File: config.mk
export PLATFORM = sky130hd
export DESIGN_NAME = cu_sdf_stage_seq
export DESIGN_NICKNAME = d
export VERILOG_FILES = /design/src/rtl/cu_sdf_stage_seq.sv
export SDC_FILE = /design/constraint.sdc
export NUM_CORES = 1
export LEC_CHECK = 0
export BUFFER_PORTS_ARGS = -buffer_cell sky130_fd_sc_hd__buf_2
export CORE_UTILIZATION = 45
export DETAILED_ROUTE_END_ITERATION = 12
export PLACE_DENSITY = 0.66
export SLEW_MARGIN = 25
export SYNTH_ARGS = -nofsm -noshare
export SYNTH_HDL_FRONTEND = slang
export SYNTH_SLANG_ARGS = --single-unit
File: constraint.sdc
create_clock -name clk -period 1.8 [get_ports clk]
set_input_delay 0.18 -clock clk [delete_from_list [all_inputs] [get_ports clk]]
set_output_delay 0.18 -clock clk [all_outputs]
set_load 0.01 [all_outputs]
File: src/rtl/cu_sdf_stage_seq.sv
// Frame sequencer for one radix-2^2 SDF stage: block counter, datapath enables, alert/done pulses.
// Optional mid-frame resynchronisation (and the err_resync port) is enabled by defining CU_SDF_RESYNC_EN.
module cu_sdf_stage_seq #(
  parameter int BLK_PER_FRAME = 32,
  parameter int HALF_SPAN     = 8,
  parameter int OUT_LAT       = 2
) (
  input  logic       clk,
  input  logic       rst,
  input  logic       alert_in,
  output logic       mux_sel,
  output logic       bf_en,
  output logic       mul_en,
  output logic [1:0] mul_val_sel,
  output logic       alert_out,
  output logic       frame_done,
  output logic       busy
`ifdef CU_SDF_RESYNC_EN
  ,
  output logic       err_resync
`endif
);

  // state | meaning
  // IDLE  | no frame in flight, waiting for alert_in
  // RUN   | a block of the frame is at the datapath input; cnt is its index
  // DRAIN | last block passed, pipeline emptying for OUT_LAT cycles
  typedef enum logic [1:0] {IDLE, RUN, DRAIN} state_t;

  localparam int CW     = $clog2(BLK_PER_FRAME);
  localparam int LOG_HS = $clog2(HALF_SPAN);
  localparam int DW     = (OUT_LAT > 1) ? $clog2(OUT_LAT) : 1;
  localparam logic [CW-1:0] LAST    = CW'(BLK_PER_FRAME - 1);
  localparam logic [CW-1:0] HS_LAST = CW'(HALF_SPAN - 1);
  localparam logic [DW-1:0] DRAIN_LOAD = DW'(OUT_LAT - 1);

  state_t        state_q, state_d;
  logic [CW-1:0] cnt_q, cnt_d;
  logic [DW-1:0] drain_q, drain_d;
  logic [OUT_LAT:0] al_pipe_q, al_pipe_d;
  logic [OUT_LAT:0] fd_pipe_q, fd_pipe_d;
  logic       mux_sel_q, mul_en_q, busy_q, err_q;
  logic [1:0] mvs_q, qtr;
  logic       start, resync, run_d;

  always_comb begin
    resync = 1'b0;
`ifdef CU_SDF_RESYNC_EN
    resync = alert_in && (state_q == RUN) && (cnt_q != LAST);
`endif
    start   = (alert_in && ((state_q != RUN) || (cnt_q == LAST))) || resync;
    state_d = state_q;
    cnt_d   = cnt_q;
    drain_d = drain_q;
    if (start) begin
      state_d = RUN;
      cnt_d   = '0;
    end else begin
      case (state_q)
        RUN: begin
          if (cnt_q == LAST) begin
            state_d = DRAIN;
            drain_d = DRAIN_LOAD;
          end else begin
            cnt_d = cnt_q + 1'b1;
          end
        end
        DRAIN: begin
          if (drain_q == '0) state_d = IDLE;
          else               drain_d = drain_q - 1'b1;
        end
        default: ;
      endcase
    end
    run_d = (state_d == RUN);
    // alert_out is launched from block HALF_SPAN-1 so it lands OUT_LAT cycles later
    al_pipe_d = {al_pipe_q[OUT_LAT-1:0], run_d && (cnt_d == HS_LAST)};
    if (resync) al_pipe_d[OUT_LAT:1] = '0;
    fd_pipe_d = {fd_pipe_q[OUT_LAT-1:0], run_d && (cnt_d == LAST)};
    qtr = 2'(cnt_q >> LOG_HS);
  end

  always_ff @(posedge clk) begin
    if (rst) begin
      state_q   <= IDLE;
      cnt_q     <= '0;
      drain_q   <= '0;
      al_pipe_q <= '0;
      fd_pipe_q <= '0;
      mux_sel_q <= 1'b0;
      mul_en_q  <= 1'b0;
      mvs_q     <= 2'd0;
      busy_q    <= 1'b0;
      err_q     <= 1'b0;
    end else begin
      state_q   <= state_d;
      cnt_q     <= cnt_d;
      drain_q   <= drain_d;
      al_pipe_q <= al_pipe_d;
      fd_pipe_q <= fd_pipe_d;
      mux_sel_q <= run_d && cnt_d[LOG_HS];
      mul_en_q  <= mux_sel_q;
      if (state_q == RUN) mvs_q <= qtr;
      busy_q    <= run_d || (|fd_pipe_d);
      if (resync) err_q <= 1'b1;
    end
  end

  assign mux_sel     = mux_sel_q;
  assign bf_en       = mux_sel_q;
  assign mul_en      = mul_en_q;
  assign mul_val_sel = mvs_q;
  assign alert_out   = al_pipe_q[OUT_LAT];
  assign frame_done  = fd_pipe_q[OUT_LAT];
  assign busy        = busy_q;
`ifdef CU_SDF_RESYNC_EN
  assign err_resync  = err_q;
`else
  logic unused_err;
  assign unused_err = err_q;
`endif

endmodule

== Yosys cells after proc, flatten, opt, wreduce, memory -nomap -nowiden ==
Index checks and enable logic that the tools add are counted.

* Bits in registers: 19
* Bits of input ports: 3
* Output and inout port bits: 8

* Add/sub/neg operators: 2
* Equal/unequal tests: 8
* Muxes and demuxes: 10
* Bitwise operators: 1
* Reductions and logical operators: 9

{| class="wikitable"
|+ Operator list
! kind !! count
|-
| 5-bit 2-to-1 mux || 3
|-
| 5-bit == test, second input constant || 2
|-
| 2-bit 2-to-1 mux || 3
|-
| 5-bit by 1-bit adder with 5-bit output, second input constant || 1
|-
| 5-bit by 3-bit == test with 1-bit output, second input constant || 1
|-
| 2-bit by 1-bit == test with 1-bit output, second input constant || 2
|-
| 1-bit logical AND || 4
|-
| 2-bit case mux with 2 select lines || 1
|-
| 3-bit AND reduction || 1
|-
| 3-bit OR reduction || 1
|-
| 2-bit == test, second input constant || 1
|-
| 1-bit logical OR || 2
|-
| 1-bit 2-to-1 mux || 2
|-
| 2-bit by 1-bit inequality test with 1-bit output, second input constant || 1
|-
| 2-bit inequality test, second input constant || 1
|-
| 1-bit case mux with 2 select lines || 1
|-
| 2-bit nonzero test || 1
|-
| 1-bit NOT || 1
|-
| 1-bit subtractor, second input constant || 1
|}

== Logic depth before layout (Yosys ltp) ==
* Word-level depth: 8
* Depth in mapped cells: 8

== Worst setup path after synthesis ==
Ideal clock, no wire load.

* Path kind: register to register
* Start: reg cnt_q[0]
* End: reg fd_pipe_q[0]
* Setup time: 0.088 ns
* Arrival: 1.597 ns
* Data required time: 1.712 ns
* Slack: 0.115 ns
* Stages on the path, launching flop included: 8
* Path buffers: 1
* Period minus slack after synthesis: 1.685 ns
* Cells stage by stage: dfxtp_1 ha_1 and4_4 buf_6 mux2i_1 o32a_2 o2111ai_1 a311oi_2

* Cells in the longest elaborated chain, start to end: 6

{| class="wikitable"
|+ Ends and longest elaborated chain
! item !! line !! source
|-
| from (decl) || 38 || <nowiki>logic [CW-1:0] cnt_q, cnt_d;</nowiki>
|-
| from (signal assigned) || 97 || <nowiki>cnt_q <= cnt_d;</nowiki>
|-
| 5-bit by 1-bit adder with 5-bit output or 5-bit == test (tied branches) || 65, 51, 61 ||
|-
| 5-bit 2-to-1 mux (tied with other cells) || 61 || <nowiki>if (cnt_q == LAST) begin</nowiki>
|-
| 5-bit 2-to-1 mux (tied with other cells) || 59 || <nowiki>case (state_q)</nowiki>
|-
| 5-bit 2-to-1 mux or 2-bit 2-to-1 mux (tied branches) || 55 || <nowiki>if (start) begin</nowiki>
|-
| 5-bit == test or 2-bit by 1-bit == test with 1-bit output (tied branches) || 79, 75 ||
|-
| 1-bit logical AND (*) || 79 || <nowiki>fd_pipe_d = {fd_pipe_q[OUT_LAT-1:0], run_d && (cnt_d == LAST)};</nowiki>
|-
| to (signal assigned) || 100 || <nowiki>fd_pipe_q <= fd_pipe_d;</nowiki>
|-
| to (decl) || 41 || <nowiki>logic [OUT_LAT:0] fd_pipe_q, fd_pipe_d;</nowiki>
|}

Mark *: on every way between the ends. The rest lies on a longest branch, timed or not.
A chain may end at the register's enable or synchronous reset.

== Final worst setup path ==
* Start: reg state_q[1]
* End: reg fd_pipe_q[0]

* Cells in the longest elaborated chain, start to end: 6

{| class="wikitable"
|+ Ends and longest elaborated chain
! item !! line !! source
|-
| from (decl) || 37 || <nowiki>state_t state_q, state_d;</nowiki>
|-
| from (signal assigned) || 96 || <nowiki>state_q <= state_d;</nowiki>
|-
| 2-bit by 1-bit inequality test with 1-bit output || 51 || <nowiki>start = (alert_in && ((state_q != RUN) || (cnt_q == LAST))) || resync;</nowiki>
|-
| 1-bit logical OR || 51 ||
|-
| 1-bit logical AND || 51 ||
|-
| 5-bit 2-to-1 mux or 2-bit 2-to-1 mux (tied branches) || 55 ||
|-
| 5-bit == test or 2-bit by 1-bit == test with 1-bit output (tied branches) || 79, 75 ||
|-
| 1-bit logical AND (*) || 79 ||
|}

Marked as above.

==> results.tsv <==
stage	metric	value	unit
outcome	status	complete, no violations	
sta	Fin. Hold Viols	0	
worst_setup_path	Worst path top cell family by delay	compound AO/OA/AOI/OAI gates	
logic_synthesis	Yosys cell types	33	
clock_network	Post-CTS Hold Buffers	0	
placed_design	Final GP Congestion	0.807	
clock_network	Clock transition at path regs	0.11	ns
grt	first-pass GRT wire length	2.67	mm
power	peak supply drop	0.000394	V
final_layout	final cell count without fillers	134	
logic_synthesis	Synthesized Nets	102	
worst_setup_path	Worst Path Arrival	1.89	ns
worst_setup_path	CP max stage cell	dfxtp_1	
placed_design	Port-buffer cells	10	
worst_setup_path	startpoint types	flip-flop	
logic_synthesis	Avg Inst Size Synth	9.33	um^2
power	Cell Pwr Density	720	nW/um^2
sta	Slew Limit Fails	0	
logic_synthesis	Post-Synth Simple-Gate Area	23.9	%
final_layout	multi-input logic area	459	um^2
sta	min cycle time layout	1.67	ns
grt	antenna violations before repair	0	
detailed_routing	Detailed Routing Iterations Pass 1	4	
worst_setup_path	CP bufs+invs	1	
grt	Remaining Overflow, GRT	0	
worst_setup_path	highest net fanout along the worst path	7	
worst_setup_path	max incr delay on CP	0.36	ns
logic_synthesis	largest family of logic cells by synthesized area	simple AND/OR/NAND/NOR gates	
sta	crit share post-route	92.7	%
sta	hold slack	0.239	ns
final_layout	fin util	55.8	%
final_layout	most frequent cells in the layout	dfxtp_1 (19), nor2_1 (15), buf_2 (10)	
worst_setup_path	CP cell instances	inv_1 > ha_2 > nand2b_1 > a21o_1 > a211oi_4 > o2111ai_2 > a311oi_2	
die	row count	15	
detailed_routing	DR iter-0 viols	21	
placed_design	Post-DP HPWL	1.14	mm
sta	Setup Skew	0.00826	ns
logic_synthesis	Synth Cell Area	896	um^2
sta	RSZ-0062 raised after global routing	false	
grt	Total Routing Usage GR	17.8	%
die	die height	46.6	um
detailed_routing	Via density	5.36	
power	Lkg Pwr	0.414	nW
logic_synthesis	Synth Area in XOR/XNOR	0.978	%
clock_network	CTS Buf Count	3	
logic_synthesis	compound-gate portion of the synthesized area	17.9	%
grt	vias in the first global route	639	
clock_network	clock buffer depth	2	
worst_setup_path	Worst Path Required	2.02	ns
worst_hold_path	HP Class	in -> reg	
sta	setup TNS	0	ns
sta	fmax	599	MHz
detailed_routing	Final ANT Viol Nets	0	
final_layout	Filler Cell Count	170	
clock_network	postcts setup bufs	0	
detailed_routing	Detailed Route WL	1.58	mm
die	Starting Density	49.7	%
die	die area	2170	um^2
logic_synthesis	post-synthesis sequential area ratio	42.5	%
clock_network	CTS tree	built	
die	chip width	46.6	um
logic_synthesis	number of synthesis warnings	0	
clock_network	clk_lat worst skew	0.30	ns
sta	crit path setup slack, layout	0.132	ns
job	Max Cap Violations	0	
worst_setup_path	Worst Setup End Kind	flip-flop	
sta	Slew headroom	78.1	%
die	# IOs	11	
clock_network	CTS H-tree lvls	1	
placed_design	Placement Setup Slack	0.0806	ns
clock_network	Clock Sinks	19	
final_layout	nets@finish	116	
logic_synthesis	post-synthesis adder-cell area fraction	4.19	%
clock_network	CTS Root Cell	clkbuf_4	
final_layout	antenna diode count	0	
detailed_routing	DR vias	718	
final_layout	layout cells sized above 1	26.6	%
final_layout	Sequential Area	380	um^2
detailed_routing	DR DRC count	0	
grt	largest net degree at the start of global routing	17	
detailed_routing	WL per Instance	11.8	um
logic_synthesis	Post-Synthesis Cells	96	
sta	measured slew at the worst slew-check pin	0.328	ns
clock_network	cts repair resizes	0	
placed_design	Placed Cells	130	
logic_synthesis	flops & latches, synth	19	
final_layout	most common cell after layout, fill and taps aside	dfxtp_1	
logic_synthesis	mux share of post-synthesis cell area	3.35	%
die	Core Region	1800	um^2
final_layout	synthesis-to-finish area growth	12.2	%
sta	final setup vio count	0	
worst_setup_path	Crit Path Class	reg -> reg	
-- sequential cells by signal, summed over array words and instances (netlist names) --
register	cells
al_pipe_q	3
bf_en	1
busy	1
cnt_q	5
drain_q	1
fd_pipe_q	3
mul_en	1
mul_val_sel	2
state_q	2
-- area by class of cell --
class / count / area share (%)
well taps: 25 / 3.11
clock inverters: 1 / 0.498
flip-flops and latches: 19 / 37.9
inverters: 3 / 1.12
clock buffers: 3 / 2.24
repair buffers: 16 / 9.46
multi-input cells: 67 / 45.7
-- cells in the mapped netlist, drive strengths merged --
master / count / area (um^2)
nor3: 2 / 10.0
buf: 6 / 50.0
a21o: 3 / 22.5
o211ai: 1 / 7.51
xor2: 1 / 8.76
mux2i: 3 / 30.0
a221oi: 1 / 8.76
dfxtp: 19 / 380
a311oi: 1 / 15.0
nand3: 2 / 10.0
o21ai: 1 / 5.00
and3: 2 / 12.5
o2111ai: 1 / 8.76
a22o: 1 / 10.0
nor2b: 8 / 50.1
nor2: 15 / 56.3
clkbuf: 1 / 3.75
nand4b: 1 / 8.76
o32a: 1 / 11.3
a211oi: 2 / 27.5
a21oi: 6 / 30.0
nand2: 6 / 22.5
nand2b: 2 / 20.0
a22oi: 1 / 7.51
a31oi: 1 / 6.26
and4: 1 / 11.3
nor3b: 1 / 12.5
inv: 3 / 11.3
ha: 3 / 37.5
-- where the power goes --
group / switching (W) / total (W) / internal [W]
logic: 0.0000463 / 0.0000768 / 0.0000306
registers: 0.00000436 / 0.000432 / 0.000428
clock network: 0.000131 / 0.000214 / 0.0000829
-- worst reg2reg max path, cell delays in order, from the launching register on --
cell       delay, ns
dfxtp_1         0.36
inv_1           0.06
ha_2            0.21
nand2b_1        0.15
a21o_1          0.19
a211oi_4        0.26
o2111ai_2       0.15
a311oi_2        0.20
-- cells by family (layout without fill, tap and decap cells) --
logic type | count (synthesis) | in the layout
AOI/OAI and AO/OA | 20 | 20
xor gates and xnor gates | 1 | 1
adders and majority gates | 3 | 3
buffers and inverters | 10 | 23
DFF | 19 | 19
muxes | 3 | 3
and+or+nand+nor | 40 | 40
-- through the flow --
step | instance area (um^2) | power [W]
CTS | 996 | 0.000732
finish | 1000 | 0.000723
global placement | 968 | 0.000517
floorplan | 896 | 0.000494
detailed placement | 968 | 0.000517
global route | 1000 | 0.000763
-- metal layers --
layer  vias to the layer above  wire [um]  part of all wire (%)  GRT usage [%]
met2                        24        699                    44           26.4
met5                         -          0                     0              0
met4                         0         43                   2.7           10.3
met1                       334        761                    48           23.7
met3                         5         73                   4.6           3.53
li1                        355          -                     -              -
-- worst paths after layout --
path | cells past startpoint | to | start | slack (ns)
setup / recovery | 7 | fd_pipe_q[0]$_SDFF_PP0_ | state_q[1]$_SDFF_PP0_ | 0.13
setup reg to reg | 7 | fd_pipe_q[0]$_SDFF_PP0_ | state_q[1]$_SDFF_PP0_ | 0.13
hold / removal | 2 | state_q[1]$_SDFF_PP0_ | rst | 0.24
hold reg to reg | 1 | al_pipe_q[1]$_SDFF_PP0_ | al_pipe_q[0]$_SDFF_PP0_ | 0.46
(Power assumes the default switching activity.)
